**src/rtl/mac_seq_ctrl_if.sv**
```systemverilog
// Job/operand/result handshake bundle between a host and the mac8x8 sequencer.
// The master side requests jobs and streams operand pairs; the slave side is the sequencer.
interface mac_seq_ctrl_if #(
  parameter int DSIZE = 8,
  parameter int OSIZE = 16,
  parameter int LEN_W = 8
);
  logic             start;
  logic [LEN_W-1:0] len;
  logic             busy;
  logic             in_valid;
  logic             in_ready;
  logic [DSIZE-1:0] in_x;
  logic [DSIZE-1:0] in_y;
  logic             res_valid;
  logic             res_ready;
  logic [OSIZE:0]   res_data;
  logic             res_ovf;

  modport master (
    output start, len, in_valid, in_x, in_y, res_ready,
    input  busy, in_ready, res_valid, res_data, res_ovf
  );

  modport slave (
    input  start, len, in_valid, in_x, in_y, res_ready,
    output busy, in_ready, res_valid, res_data, res_ovf
  );
endinterface

```
**src/rtl/mac_seq_ctrl.sv**
```systemverilog
// Job sequencer for a single mac8x8 accumulator: clears it, streams operand
// pairs into it, waits out the pipeline, then holds the sum and overflow flag.
module mac_seq_ctrl #(
  parameter int DSIZE   = 8,
  parameter int OSIZE   = 16,
  parameter int LEN_W   = 8,
  parameter int MAC_LAT = 2
) (
  input  logic             clk,
  input  logic             rst,
  mac_seq_ctrl_if.slave    bus,
  output logic [DSIZE-1:0] mac_x,
  output logic [DSIZE-1:0] mac_y,
  output logic             mac_rst,
  input  logic [OSIZE:0]   mac_dataout
);

  localparam int CNT_W = $clog2(MAC_LAT + 2);

  typedef enum logic [2:0] {IDLE, CLEAR, FEED, DRAIN, DONE} state_t;

  state_t           state;
  logic [CNT_W-1:0] cnt;
  logic [LEN_W-1:0] remain;
  logic [OSIZE:0]   prev;
  logic             hs;

  assign hs = bus.in_valid & bus.in_ready;

  always_ff @(posedge clk or posedge rst) begin
    if (rst) begin
      state         <= IDLE;
      cnt           <= '0;
      remain        <= '0;
      prev          <= '0;
      bus.busy      <= 1'b0;
      bus.in_ready  <= 1'b0;
      bus.res_valid <= 1'b0;
      bus.res_data  <= '0;
      bus.res_ovf   <= 1'b0;
      mac_x         <= '0;
      mac_y         <= '0;
      mac_rst       <= 1'b1;
    end else begin
      // NOTE: operands default to zero every cycle so idle cycles feed a zero
      // product; all state uses <= so every branch sees pre-edge values.
      mac_x <= '0;
      mac_y <= '0;

      unique case (state)
        IDLE: begin
          mac_rst <= 1'b0;
          if (bus.start) begin
            remain   <= bus.len;
            cnt      <= CNT_W'(MAC_LAT - 1);
            mac_rst  <= 1'b1;
            bus.busy <= 1'b1;
            state    <= CLEAR;
          end
        end

        CLEAR: begin
          prev        <= '0;
          bus.res_ovf <= 1'b0;
          if (cnt == '0) begin
            mac_rst      <= 1'b0;
            bus.in_ready <= (remain != '0);
            state        <= FEED;
          end else begin
            cnt <= cnt - CNT_W'(1);
          end
        end

        FEED: begin
          prev <= mac_dataout;
          if (mac_dataout < prev) bus.res_ovf <= 1'b1;
          if (hs) begin
            mac_x  <= bus.in_x;
            mac_y  <= bus.in_y;
            remain <= remain - LEN_W'(1);
          end
          // Drop ready on the same edge as the last handshake.
          if (remain == '0 || (hs && remain == LEN_W'(1))) begin
            bus.in_ready <= 1'b0;
            cnt          <= CNT_W'(MAC_LAT);
            state        <= DRAIN;
          end
        end

        DRAIN: begin
          prev <= mac_dataout;
          if (mac_dataout < prev) bus.res_ovf <= 1'b1;
          if (cnt == '0) begin
            bus.res_data  <= mac_dataout;
            bus.res_valid <= 1'b1;
            state         <= DONE;
          end else begin
            cnt <= cnt - CNT_W'(1);
          end
        end

        DONE: begin
          if (bus.res_ready) begin
            bus.res_valid <= 1'b0;
            bus.busy      <= 1'b0;
            state         <= IDLE;
          end
        end

        default: state <= IDLE;
      endcase
    end
  end

endmodule

```
**src/flat_wrapper.sv**
```systemverilog
// flat-port wrapper written by rule: the top's interface ports become plain ports
module mac_seq_ctrl_flat 
#(
  parameter int DSIZE   = 8,
  parameter int OSIZE   = 16,
  parameter int LEN_W   = 8,
  parameter int MAC_LAT = 2
)
  (clk, rst, mac_x, mac_y, mac_rst, mac_dataout, bus_start, bus_len, bus_in_valid, bus_in_x, bus_in_y, bus_res_ready, bus_busy, bus_in_ready, bus_res_valid, bus_res_data, bus_res_ovf);
  mac_seq_ctrl_if #(.DSIZE(DSIZE), .OSIZE(OSIZE), .LEN_W(LEN_W)) bus_i ();
  input  logic clk;
  input  logic rst;
  output logic [DSIZE-1:0] mac_x;
  output logic [DSIZE-1:0] mac_y;
  output logic mac_rst;
  input  logic [OSIZE:0] mac_dataout;
  input wire logic [$bits(bus_i.start)-1:0] bus_start;
  input wire logic [$bits(bus_i.len)-1:0] bus_len;
  input wire logic [$bits(bus_i.in_valid)-1:0] bus_in_valid;
  input wire logic [$bits(bus_i.in_x)-1:0] bus_in_x;
  input wire logic [$bits(bus_i.in_y)-1:0] bus_in_y;
  input wire logic [$bits(bus_i.res_ready)-1:0] bus_res_ready;
  output wire logic [$bits(bus_i.busy)-1:0] bus_busy;
  output wire logic [$bits(bus_i.in_ready)-1:0] bus_in_ready;
  output wire logic [$bits(bus_i.res_valid)-1:0] bus_res_valid;
  output wire logic [$bits(bus_i.res_data)-1:0] bus_res_data;
  output wire logic [$bits(bus_i.res_ovf)-1:0] bus_res_ovf;
  assign bus_i.start = bus_start;
  assign bus_i.len = bus_len;
  assign bus_i.in_valid = bus_in_valid;
  assign bus_i.in_x = bus_in_x;
  assign bus_i.in_y = bus_in_y;
  assign bus_i.res_ready = bus_res_ready;
  assign bus_busy = bus_i.busy;
  assign bus_in_ready = bus_i.in_ready;
  assign bus_res_valid = bus_i.res_valid;
  assign bus_res_data = bus_i.res_data;
  assign bus_res_ovf = bus_i.res_ovf;
  mac_seq_ctrl #(.DSIZE(DSIZE), .OSIZE(OSIZE), .LEN_W(LEN_W), .MAC_LAT(MAC_LAT)) u_core (.clk(clk), .rst(rst), .bus(bus_i), .mac_x(mac_x), .mac_y(mac_y), .mac_rst(mac_rst), .mac_dataout(mac_dataout));
endmodule
```
**config.mk**
```make
export PLATFORM = sky130hd
export DESIGN_NAME = mac_seq_ctrl_flat
export DESIGN_NICKNAME = d
export VERILOG_FILES = /design/src/rtl/mac_seq_ctrl_if.sv /design/src/rtl/mac_seq_ctrl.sv /design/src/flat_wrapper.sv
export SDC_FILE = /design/constraint.sdc
export NUM_CORES = 1
export LEC_CHECK = 0
export CORE_MARGIN = 2
export CORE_UTILIZATION = 30
export DETAILED_ROUTE_END_ITERATION = 10
export GPL_ROUTABILITY_DRIVEN = 1
export PLACE_DENSITY = 0.54
export SETUP_SLACK_MARGIN = 0.3
export SLEW_MARGIN = 10
export SYNTH_ARGS = -nofsm -noshare
export SYNTH_HDL_FRONTEND = slang
export SYNTH_SLANG_ARGS = --single-unit
```
**constraint.sdc**
```tcl
create_clock -name clk -period 4.7 [get_ports clk]
set_input_delay 0.94 -clock clk [delete_from_list [all_inputs] [get_ports clk]]
set_output_delay 0.94 -clock clk [all_outputs]
set_load 0.05 [all_outputs]
```
======== Word level (Yosys, flattened, before mapping) ========
Cells that the tools add are included.
W data, S select, Z words.
operators by class
  bitwise logic cells ..................... 1
  $mul .................................... 0
  muxes and demuxes ....................... 31
  equal/unequal tests ..................... 13
  shift operators ......................... 0
  order comparisons ....................... 1
  reductions and logical operators ........ 24
  divide/modulo/power cells ............... 0
  add/subtract/negate cells ............... 2
operator list
  cell                   count
  $mux W8                6
  $pmux W17 S2           1
  $lt A17 B17 Y1         1
  $pmux W8 S2            1
  $mux W3                5
  $pmux W3 S5            1
  $reduce_and A3 Y1      4
  $reduce_bool A2 Y1     6
  $ne A2 B1 Y1 const B   5
  $pmux W1 S2            5
  $eq A8 B1 Y1 const B   1
  $logic_not A8 Y1       1
  $mux W1                8
  $reduce_bool A8 Y1     1
  $sub A8 B1 Y8 const B  1
  $eq A3 B2 Y1 const B   2
  $mux W2                3
  $ne A2 B2 Y1 const B   3
  $pmux W2 S3            1
  $reduce_and A2 Y1      3
  $reduce_and A5 Y1      1
  $reduce_and A4 Y1      1
  $reduce_or A2 Y1       2
  $eq A3 B1 Y1 const B   1
  other kinds (8)        8
word-level totals
  RAM bits ................................ 0
  latch bits .............................. 0
  input port bits ......................... 46
  memories ................................ 0
  register bits ........................... 68
  word-level logic and storage cells ...... 84
  bits in read-only memories .............. 0

======== Longest topological paths before layout ========
Gate-level depths: netlist of the first run.
  depth in word-level cells ............... 5
  gate-level depth with buffers ........... 8
  mapped depth without buffers ............ 7

======== Worst setup path after synthesis of the first run ========
No wires, ideal clock.
  kind .................................... input to register
  start ................................... input mac_dataout[10]
  end ..................................... register u_core.bus.res_ovf
  stages on the path ...................... 5
  arrival ................................. 2075 ps
  library setup time ...................... 78 ps
  slack ................................... 2548 ps
  cell sequence ........................... ha_1 > a21oi_1 > o21ai_0 > or4_1 > a21oi_1
on the way
  longest elaborated chain between the ends .. 3
ends and longest elaborated chain
  element                             RTL line                                RTL
  from (decl)                         flat_wrapper.sv:16                      input logic [OSIZE:0] mac_dataout;
  $lt A17 B17 Y1                      mac_seq_ctrl.sv:76, mac_seq_ctrl.sv:92
  $ne A2 B1 Y1 (no source line)       -
  $reduce_and A2 Y1 (no source line)  -
  to (signal assigned)                mac_seq_ctrl.sv:64                      bus.res_ovf <= 1'b0;
  to (signal assigned)                mac_seq_ctrl.sv:76                      if (mac_dataout < prev) bus.res_ovf <= 1'b1;
  to (signal assigned)                mac_seq_ctrl.sv:92                      if (mac_dataout < prev) bus.res_ovf <= 1'b1;
  to (decl)                           mac_seq_ctrl_if.sv:27                   output busy, in_ready, res_valid, res_data, res_ovf
Every way passes these cells.
A chain may end at the register's enable or synchronous reset.

======== Final worst setup path of the first run ========
  start ................................... register u_core.mac_rst
  end ..................................... output mac_rst
RTL lines
  element                 RTL line            RTL
  from (decl)             mac_seq_ctrl.sv:14  output logic mac_rst,
  from (signal assigned)  mac_seq_ctrl.sv:43  mac_rst <= 1'b1;
  from (signal assigned)  mac_seq_ctrl.sv:52  mac_rst <= 1'b0;
  from (signal assigned)  mac_seq_ctrl.sv:56  mac_rst <= 1'b1;
  to (decl)               flat_wrapper.sv:15  output logic mac_rst;
No word-level cell between the ends.

==> run summary, run 1 <==
CELLS AND AREA
----------------------------------------------------------------------------------------
Antenna cell count                                                                     0
Final Util                                                                         41.6%
Share of final-layout standard cells stronger than drive strength 1                11.7%
Sequential Area                                                              0.00170 mm²
Post-layout nets                                                                     446
Fillers                                                                             1065
Final non-filler cell area                                                   0.00445 mm²
Area used by multi-input combinational logic                                 0.00139 mm²
Synth-to-Final Area Change                                                         37.0%

SYNTHESIS
----------------------------------------------------------------------------------------
Largest cells by area after synthesis                                       dfrtp_1 (52%), ha_1 (7.7%), mux2_2 (6.2%), a22o_1 (4.6%), and2_1 (3.1%)
Number of synthesized register bits                                                   68
Number of warnings issued by yosys                                                     0
Average cell area after synthesis                                               10.9 µm²
Count of flip-flops with a built-in enable after synthesis                             0
FFs w/ async S/R, synth                                                             100%
Ranking of synthesized cells by instance count                              dfrtp_1 (67), inv_1 (26), ha_1 (20)
Net Count, Synth                                                                     363
Fraction of the yosys area taken by sequential cells                               52.4%
Flip-flop cell with the highest count after synthesis                            dfrtp_1
Share of the synthesized area in the top cell type                                 51.6%
Area of the mapped netlist                                                   0.00325 mm²
Count of unique library cells instantiated by Yosys                                   43
Synth area leader                                                                dfrtp_1
Number of cells produced by synthesis                                                297
Dominant cell by count in the synthesized netlist                                dfrtp_1

TIMING
----------------------------------------------------------------------------------------
Final setup vio count                                                                  0
Count of pins over their slew limit                                                    0
Final setup skew                                                              0.00696 ns
Achievable frequency                                                           0.378 GHz
Portion of the clock cycle consumed by the worst path in the final layout          56.3%
Setup total negative slack                                                          0 ns
Headroom to the max-slew limit                                                     41.5%
RSZ-0062 raised after global routing                                                  no
Minimum hold slack                                                              0.499 ns
Final hold violation count                                                             0
Worst Tran Pin Value                                                            0.872 ns
Minimum period implied by the final worst setup slack                            2.65 ns

CRITICAL PATH
----------------------------------------------------------------------------------------
Max stage delay cell, worst path                                            clkdlybuf4s50_1
Buf/Inv on CP                                                                          1
Worst path top cell family by delay                                         buffers and inverters
Crit path depth                                                                        1
Worst setup EP type                                                          output port
Setup CP Type                                                                    reg2out
Worst-path fanout max                                                                  2
Crit path DAT                                                                    1.71 ns
Crit path largest cell delay                                                     0.82 ns
Path depth of the worst reg2reg path                                                   5
Critical Path, Cell by Cell                                                 clkdlybuf4s50_1
Required time worst endpoint                                                     3.76 ns
Crit path launch type                                                           register

HOLD PATH
----------------------------------------------------------------------------------------
Hold Path Depth                                                                        2
Type of the tightest min-delay check                                             reg2reg

PLACED DESIGN
----------------------------------------------------------------------------------------
Cell area after placement                                                    0.00421 mm²
I/O Buffers                                                                           83
Weighted congestion at the end of routability-driven global placement              0.793
Post-DP HPWL                                                                     5270 µm

POWER
----------------------------------------------------------------------------------------
Power per Cell Area                                                           674 mW/mm²
P_int                                                                            1.73 mW
Sequential Power Share                                                             32.4%
Power dissipated by switching net loads                                          1.28 mW
Part of the total power dissipated in the clock network                            19.5%
Lkg Pwr                                                                          1.94 nW
Worst VDD drop                                                                  0.336 mV
Logic gate share of total power                                                    48.1%
Switching share of total power                                                     42.5%

CLOCKING
----------------------------------------------------------------------------------------
Number of hold-repair buffers added at the cts stage                                   0
Setup Fix Bufs, Post-CTS                                                               0
TritonCTS clock tree                                                                done
Sinks on Clock Net                                                                    68
CTS H-tree lvls                                                                        3
Resize count post-CTS                                                                  0
Master cell of the clock root buffer                                            clkbuf_8
Cts bufs inserted                                                                      9
Max Root-Sink Buffers                                                                  2
Worst skew pair latency                                                          0.35 ns
Clock-pin slew on the worst setup and hold paths                                 0.08 ns

GLOBAL ROUTE
----------------------------------------------------------------------------------------
Overall routing resource usage                                                     13.4%
Number of global-route vias before repair                                           2383
Number of antenna violations at the first check in global routing                      0
Maximum number of pins on one net before global-route repair                          38
Global-route wire length before repair                                          12000 µm
Leftover overflow at the end of global routing                                         0

DIE
----------------------------------------------------------------------------------------
Die ar.                                                                       0.0117 mm²
I/O pin cnt                                                                           84
Die boundary height                                                               108 µm
Core Rows                                                                             38
Chip width                                                                        108 µm
Effective utilization at floorplan                                                 30.4%
Core box area                                                                 0.0107 mm²

DRT
----------------------------------------------------------------------------------------
Vias after detailed routing                                                         2486
Routed Antenna Nets                                                                    0
Post-DR wirelength/cell                                                          14.1 µm
Count of unresolved DRC violations after routing                                       0
Total iterations of the first detailed-routing run                                     4
Via-to-Cell Ratio                                                                   4.74
Total wire length                                                                7410 µm
Starting DRT DRC Count                                                                87

FLOW RUN
----------------------------------------------------------------------------------------
Maximum Capacitance Violations                                                         0

OUTCOME
----------------------------------------------------------------------------------------
Run status                                                                     completed

[final cells by class]
class / instances / share of cell area, %
Multi-Input combinational cell: 190 / 31.3
Sequential cell: 68 / 38.2
Timing Repair Buffer: 85 / 19.0
Tap cell: 140 / 3.93
Inverter: 26 / 2.19
Clock inverter: 6 / 2.53
Clock buffer: 10 / 2.87
[cell usage in the layout (no fill, tap or decap), types with 17 or more instances in the layout]
| master | netlist | layout |
|---|---|---|
| a21oi_1 | 18 | 18 |
| a22o_1 | 17 | 17 |
| clkdlybuf4s50_1 | 0 | 83 |
| dfrtp_1 | 67 | 67 |
| ha_1 | 20 | 20 |
| inv_1 | 26 | 25 |
| mux2_2 | 18 | 18 |
| nor2_1 | 18 | 18 |
| o21ai_0 | 19 | 19 |
[sequential cells by signal, summed over array words and instances (netlist names)]
signal / count
u_core.mac_rst: 1
u_core.bus.res_ovf: 1
u_core.remain: 8
u_core.cnt: 2
u_core.bus.res_data: 17
u_core.state: 3
u_core.mac_x: 8
u_core.bus.in_ready: 1
u_core.mac_y: 8
u_core.bus.res_valid: 1
u_core.prev: 17
u_core.bus.busy: 1
[kinds of logic after synthesis]
family,Yosys count,share of synthesized area (%)
AND/OR/NAND/NOR,76,12.7
AO/OA/AOI/OAI,74,15.5
XOR/XNOR,1,0.269
adder cells (fa/ha/maj),20,7.70
flip-flops,68,52.4
buffers and inverters,39,4.96
multiplexers,19,6.54
[power by group through the flow]
stage	clock network, mW	logic, mW	registers, mW
detailed placement	0	1.46	0.983
finish	0.585	1.44	0.972
floorplan	0	0.709	1.30
CTS	0.605	1.46	0.972
global placement	0	1.44	0.975
global route	0.630	1.57	1.00
[metal layers]
metal  track usage (%)  share of wire, %  wire length (µm)
met3              3.80               6.3               469
met1              17.8                48              3540
met2              19.7                44              3240
met4              7.14               2.2               160
met5                 0                 0                 0
[final timing paths]
check | from | end | slack, ns
worst max-delay path | u_core.mac_rst | mac_rst | 2.05
max in group asynchronous | rst | u_core.mac_rst | 2.68
worst min register to register | u_core.mac_rst | u_core.mac_rst | 0.50
worst min-delay path | u_core.mac_rst | u_core.mac_rst | 0.50
min in group asynchronous | rst | u_core.bus.res_data[2] | 1.06
worst max register to register | u_core.state[2] | u_core.remain[5] | 2.40
[metrics by stage]
stage / power (mW) / worst slack, ns / cells
floorplan: 2.01 / 2.05 / 297
global placement: 2.41 / 2.00 / 509
detailed placement: 2.44 / 1.94 / 509
CTS: 3.04 / 2.02 / 525
global route: 3.21 / 2.00 / 525
finish: 3.00 / 2.05 / 525
No activity file was read; power rests on OpenSTA's default activity.
==> run 2, diff against run 1 <==
- clock period: 4.7 -> 2.7 ns (I/O delays scaled with it)
==> run 2 against run 1 <==
Utilization increased by 0.35 points. Power increased by 72%. Hold slack got worse by 0.012 ns. Sequential power increased by 74%. Flip-flop and latch count unchanged. Design area increased by 0.84%. Wire length decreased by 1.3%. Worst setup slack got worse by 1.6 ns.
==> run summary, run 2 (synthesis results as in run 1) <==
CELLS AND AREA
----------------------------------------------------------------------------------------
Post-layout nets                                                                     451   +1.1%
Share of final-layout standard cells stronger than drive strength 1                12.8%   +1.1 points
Fillers                                                                             1073   +0.75%
Most frequent cells in the layout                                           clkdlybuf4s50_1 (83), dfrtp_1 (67), inv_1 (25), ha_1 (20), o21ai_0 (19)
Area used by multi-input combinational logic                                 0.00140 mm²   +0.81%
Final Util                                                                         42.0%   +0.35 points
Synth-to-Final Area Change                                                         38.1%
Biggest regs                                                                u_core.bus.res_data: 17 flops, u_core.prev: 17 flops
Antenna cell count                                                                     0   unchanged
Sequential Area                                                              0.00170 mm²   unchanged
Most frequent standard cell in the layout excluding fill and tap cells      clkdlybuf4s50_1

PLACED DESIGN
----------------------------------------------------------------------------------------
Post-DP HPWL                                                                     5160 µm   -2.2%
I/O Buffers                                                                           83   unchanged
Weighted congestion at the end of routability-driven global placement              0.813   +2.5%

CLOCKING
----------------------------------------------------------------------------------------
CTS H-tree lvls                                                                        3   unchanged
Setup Fix Bufs, Post-CTS                                                               0   unchanged
Worst skew pair latency                                                          0.34 ns   about the same
Sinks on Clock Net                                                                    68   unchanged
Clock-pin slew on the worst setup and hold paths                                 0.08 ns   about the same
Max Root-Sink Buffers                                                                  2   unchanged
Cts bufs inserted                                                                      9   unchanged
TritonCTS clock tree                                                                done
Number of hold-repair buffers added at the cts stage                                   0   unchanged
Resize count post-CTS                                                                  0   unchanged
Master cell of the clock root buffer                                            clkbuf_8

DIE
----------------------------------------------------------------------------------------
Die ar.                                                                       0.0117 mm²   unchanged
I/O pin cnt                                                                           84   unchanged
Chip width                                                                        108 µm   unchanged
Core Rows                                                                             38   unchanged
Core box area                                                                 0.0107 mm²   unchanged
Effective utilization at floorplan                                                 30.4%   unchanged
Die boundary height                                                               108 µm   unchanged

GLOBAL ROUTE
----------------------------------------------------------------------------------------
Leftover overflow at the end of global routing                                         0   unchanged
Overall routing resource usage                                                     13.6%   +0.26 points
Maximum number of pins on one net before global-route repair                          46   +21%
Number of antenna violations at the first check in global routing                      0   unchanged
Number of global-route vias before repair                                           2445   +2.6%
Global-route wire length before repair                                          12300 µm   +2.8%

CRITICAL PATH
----------------------------------------------------------------------------------------
Capturing element of the worst setup path                                        mac_rst
Buf/Inv on CP                                                                          1   unchanged
Crit path depth                                                                        1   unchanged
Flop-to-flop setup slack                                                         0.72 ns   -1.68 ns
Capture point of the worst reg-to-reg path                                  u_core.remain[0]
Max stage delay cell, worst path                                            clkdlybuf4s50_1
Critical Path, Cell by Cell                                                 clkdlybuf4s50_1
Crit path largest cell delay                                                     0.81 ns   about the same
Path depth of the worst reg2reg path                                                   5   unchanged
R2r startpoint                                                              u_core.state[2]
Worst path top cell family by delay                                         buffers and inverters
Crit path DAT                                                                    1.68 ns   -0.03 ns
Required time worst endpoint                                                     2.16 ns   -1.60 ns
Worst setup EP type                                                          output port
First element of the critical path                                          u_core.mac_rst
Crit path launch type                                                           register
Worst-path fanout max                                                                  2   unchanged
Setup CP Type                                                                    reg2out

TIMING
----------------------------------------------------------------------------------------
Final hold violation count                                                             0   unchanged
Worst Tran Pin Value                                                            0.539 ns   -0.333 ns
Setup total negative slack                                                          0 ns   unchanged
Headroom to the max-slew limit                                                     64.0%   +23 points
Minimum period implied by the final worst setup slack                            2.22 ns
RSZ-0062 raised after global routing                                                  no
Count of pins over their slew limit                                                    0   unchanged
Final setup skew                                                              0.00992 ns   +0.00296 ns
Final setup vio count                                                                  0   unchanged
Portion of the clock cycle consumed by the worst path in the final layout          82.3%
Achievable frequency                                                           0.450 GHz

DRT
----------------------------------------------------------------------------------------
Starting DRT DRC Count                                                               143   +64%
Post-DR wirelength/cell                                                          13.8 µm   -2.2%
Total iterations of the first detailed-routing run                                     4   unchanged
Routed Antenna Nets                                                                    0   unchanged
Count of unresolved DRC violations after routing                                       0   unchanged
Total wire length                                                                7320 µm   -1.3%
Vias after detailed routing                                                         2490   +0.16%
Via-to-Cell Ratio                                                                   4.70   -0.78%

POWER
----------------------------------------------------------------------------------------
Lkg Pwr                                                                          1.95 nW   +0.56%
Worst VDD drop                                                                  0.593 mV   +77%
Design Power                                                                     5.16 mW   +72%
Power per Cell Area                                                          1150 mW/mm²   +71%

OUTCOME
----------------------------------------------------------------------------------------
Run status                                                                     completed

HOLD PATH
----------------------------------------------------------------------------------------
Hold Path Depth                                                                        2   unchanged
Type of the tightest min-delay check                                             reg2reg
Source of the worst hold timing path                                        u_core.mac_rst

FLOW RUN
----------------------------------------------------------------------------------------
Maximum Capacitance Violations                                                         0   unchanged

-- run 2: cell count changes in the layout (fill, tap and decap cells not counted), sizes merged --
| cell | delta |
|---|---|
| clkinv | -1 |
| buf | +5 |
| clkinvlp | +2 |
| bufinv | -1 |
-- run 2: area by class of cell --
cell class	instances	area share, %
well taps	140	3.90
repair buffers	90	19.9
flip-flops and latches	68	37.9
clock buffers	10	2.84
multi-input cells	190	31.3
inverters	26	2.17
clock inverters	6	1.98
-- run 2: per-stage QoR --
stage	worst slack (ns)	hold WS [ns]	instances	instance area (µm²)
after global placement	0.406	0.471	514	4260
after global routing	0.410	0.512	530	4490
after CTS	0.438	0.486	530	4480
after detailed placement	0.367	0.468	514	4260
final	0.477	0.487	530	4490
after floorplan	0.450	0.466	297	3250
-- run 2: worst min-delay path by stage --
stage | to | slack [ns]
2_1_floorplan | u_core.prev[2] | 0.47
4_1_cts | u_core.mac_rst | 0.49
3_3_place_gp | u_core.mac_rst | 0.47
5_1_grt | u_core.mac_rst | 0.51
3_5_place_dp | u_core.mac_rst | 0.47
6_report | u_core.mac_rst | 0.49
-- run 2: worst reg2reg max path, cell delays in order (launching register included) --
cell	delay (ns)
dfrtp_1	0.58
and2b_2	0.45
a41oi_4	0.52
nor3_1	0.10
a21oi_1	0.11
o21ai_0	0.09
-- run 2: power breakdown --
group / total, mW / internal, mW / switching, mW
registers: 1.69 / 1.41 / 0.286
logic: 2.55 / 1.01 / 1.53
clock network: 0.924 / 0.520 / 0.404
total: 5.16 / 2.94 / 2.22
-- run 2: per-layer routing --
metal  GRT usage [%]  wire [µm]
met5               0          0
met4            5.77         99
met3            3.68        445
met2            20.4       3260
met1            18.6       3510
==> RTL edit (settings of run 2) <==
`DSIZE` is set to 8 in 3 places; all go to 16.
--- a/src/rtl/mac_seq_ctrl_if.sv
+++ b/src/rtl/mac_seq_ctrl_if.sv
@@ -1,7 +1,7 @@
 // Job/operand/result handshake bundle between a host and the mac8x8 sequencer.
 // The master side requests jobs and streams operand pairs; the slave side is the sequencer.
 interface mac_seq_ctrl_if #(
-  parameter int DSIZE = 8,
+  parameter int DSIZE = 16,
   parameter int OSIZE = 16,
   parameter int LEN_W = 8
 );
--- a/src/rtl/mac_seq_ctrl.sv
+++ b/src/rtl/mac_seq_ctrl.sv
@@ -1,7 +1,7 @@
 // Job sequencer for a single mac8x8 accumulator: clears it, streams operand
 // pairs into it, waits out the pipeline, then holds the sum and overflow flag.
 module mac_seq_ctrl #(
-  parameter int DSIZE   = 8,
+  parameter int DSIZE   = 16,
   parameter int OSIZE   = 16,
   parameter int LEN_W   = 8,
   parameter int MAC_LAT = 2
--- a/src/flat_wrapper.sv
+++ b/src/flat_wrapper.sv
@@ -1,7 +1,7 @@
 // flat-port wrapper written by rule: the top's interface ports become plain ports
 module mac_seq_ctrl_flat 
 #(
-  parameter int DSIZE   = 8,
+  parameter int DSIZE   = 16,
   parameter int OSIZE   = 16,
   parameter int LEN_W   = 8,
   parameter int MAC_LAT = 2
Interface: changed (resized bus_in_x, bus_in_y, mac_x and mac_y); port bits go from 84 to 116. No check against the original RTL was run, so the function may have changed too.
==> RTL edit against run 2 <==
Largest power group unchanged; power increased by 12%; count of clock-buffer cells in the layout rose by 1; routed wire length up 15%; register-to-register slack improved by 0.19 ns; die area grew 14%; largest cell class unchanged; cell area grew 20%; sequential cell count increased by 16; area after synthesis grew 15%; worst setup slack improved by 0.016 ns.
==> RTL edit: results (changes against run 2) <==
[run_status]
status=finished clean

[layout]
final_nets=514  ; +14%
clkCellAreaFrac=0.0591  ; +0.0109
inv_count=25  ; -3.8%
fillerInstances=1157  ; +7.8%
multi_input_cells=192  ; +1.1%
nonClkBufAreaFrac=0.224  ; +0.0241
n_sequential_cell=84  ; +24%
non_clock_buffer_count=120  ; +33%
multi_input_area_mm2=0.00144  ; +2.9%
clkbuf_count=11  ; +1

[power_and_ir_drop]
vdd_drop_max_v=0.000328  ; -45%
p_leak_nw=2.41  ; +24%

[detailed_routing]
dr_wl_met2_um=3540  ; +8.6%
wl_met3_um=1020  ; +130%
routedWlPerCell_um=14.0  ; +1.1%
met1_length_um=3630  ; +3.7%
drt_iter0_markers=113  ; -21%
vias=2767  ; +11%

[global_route]
grt_max_degree=85  ; +85%
use_met1=0.165  ; -0.0209
met3_usage=0.0717  ; +0.0349
grt_usage=0.137  ; +0.000624

[placed_design]
port_buffers=115  ; +39%
placed_cell_area_mm2=0.00506  ; +19%
place_ws_ns=0.345  ; -0.0219 ns
dpl.hpwl_um=5850  ; +13%

[sta]
hold_slack_ns=0.502  ; +0.0154 ns
clock_skew_ns=0.00541  ; -0.00451 ns
slew_headroom=0.407  ; -0.234

[worst_setup_path]
r2r-start=u_core.state[1]$_DFFE_PP0P_
r2r_slack_ns=0.91  ; +0.19 ns
r2r_cells=6  ; +1
reg2reg_to=u_core.cnt[1]$_DFFE_PP0P_

[hold_path]
hp-start=u_core.prev[1]$_DFFE_PP0P_

[floorplanning]
coreArea_mm2=0.0121  ; +13%

## RTL edit: changes by cell type after synthesis, moves of 3 or more
cell / run 2 / this run
a21oi_1: 18 / 15
and2_1: 16 / 33
buf_2: 6 / 2
buf_6: 0 / 4
clkbuf_1: 4 / 1
clkbuf_2: 0 / 3
dfrtp_1: 67 / 83
mux2_2: 18 / 9
mux2_4: 0 / 9
nand2_1: 16 / 10
nor2_1: 18 / 15
## RTL edit: power by group
group	leakage, nW	total, mW	internal (mW)	switching (mW)
logic	1.18	2.51	1.05	1.46
registers	1.07	1.96	1.67	0.290
clock network	0.159	1.32	0.831	0.487
total	2.41	5.79	3.55	2.24
## RTL edit: cells by family after synthesis
logic type | Yosys count | share of synthesized area
mux | 18 | 0.0634
compound gates | 75 | 0.137
fa+ha+maj | 20 | 0.0671
simple gates | 78 | 0.118
xor+xnor | 1 | 0.00235
flops | 84 | 0.564
buf+inv | 37 | 0.0490
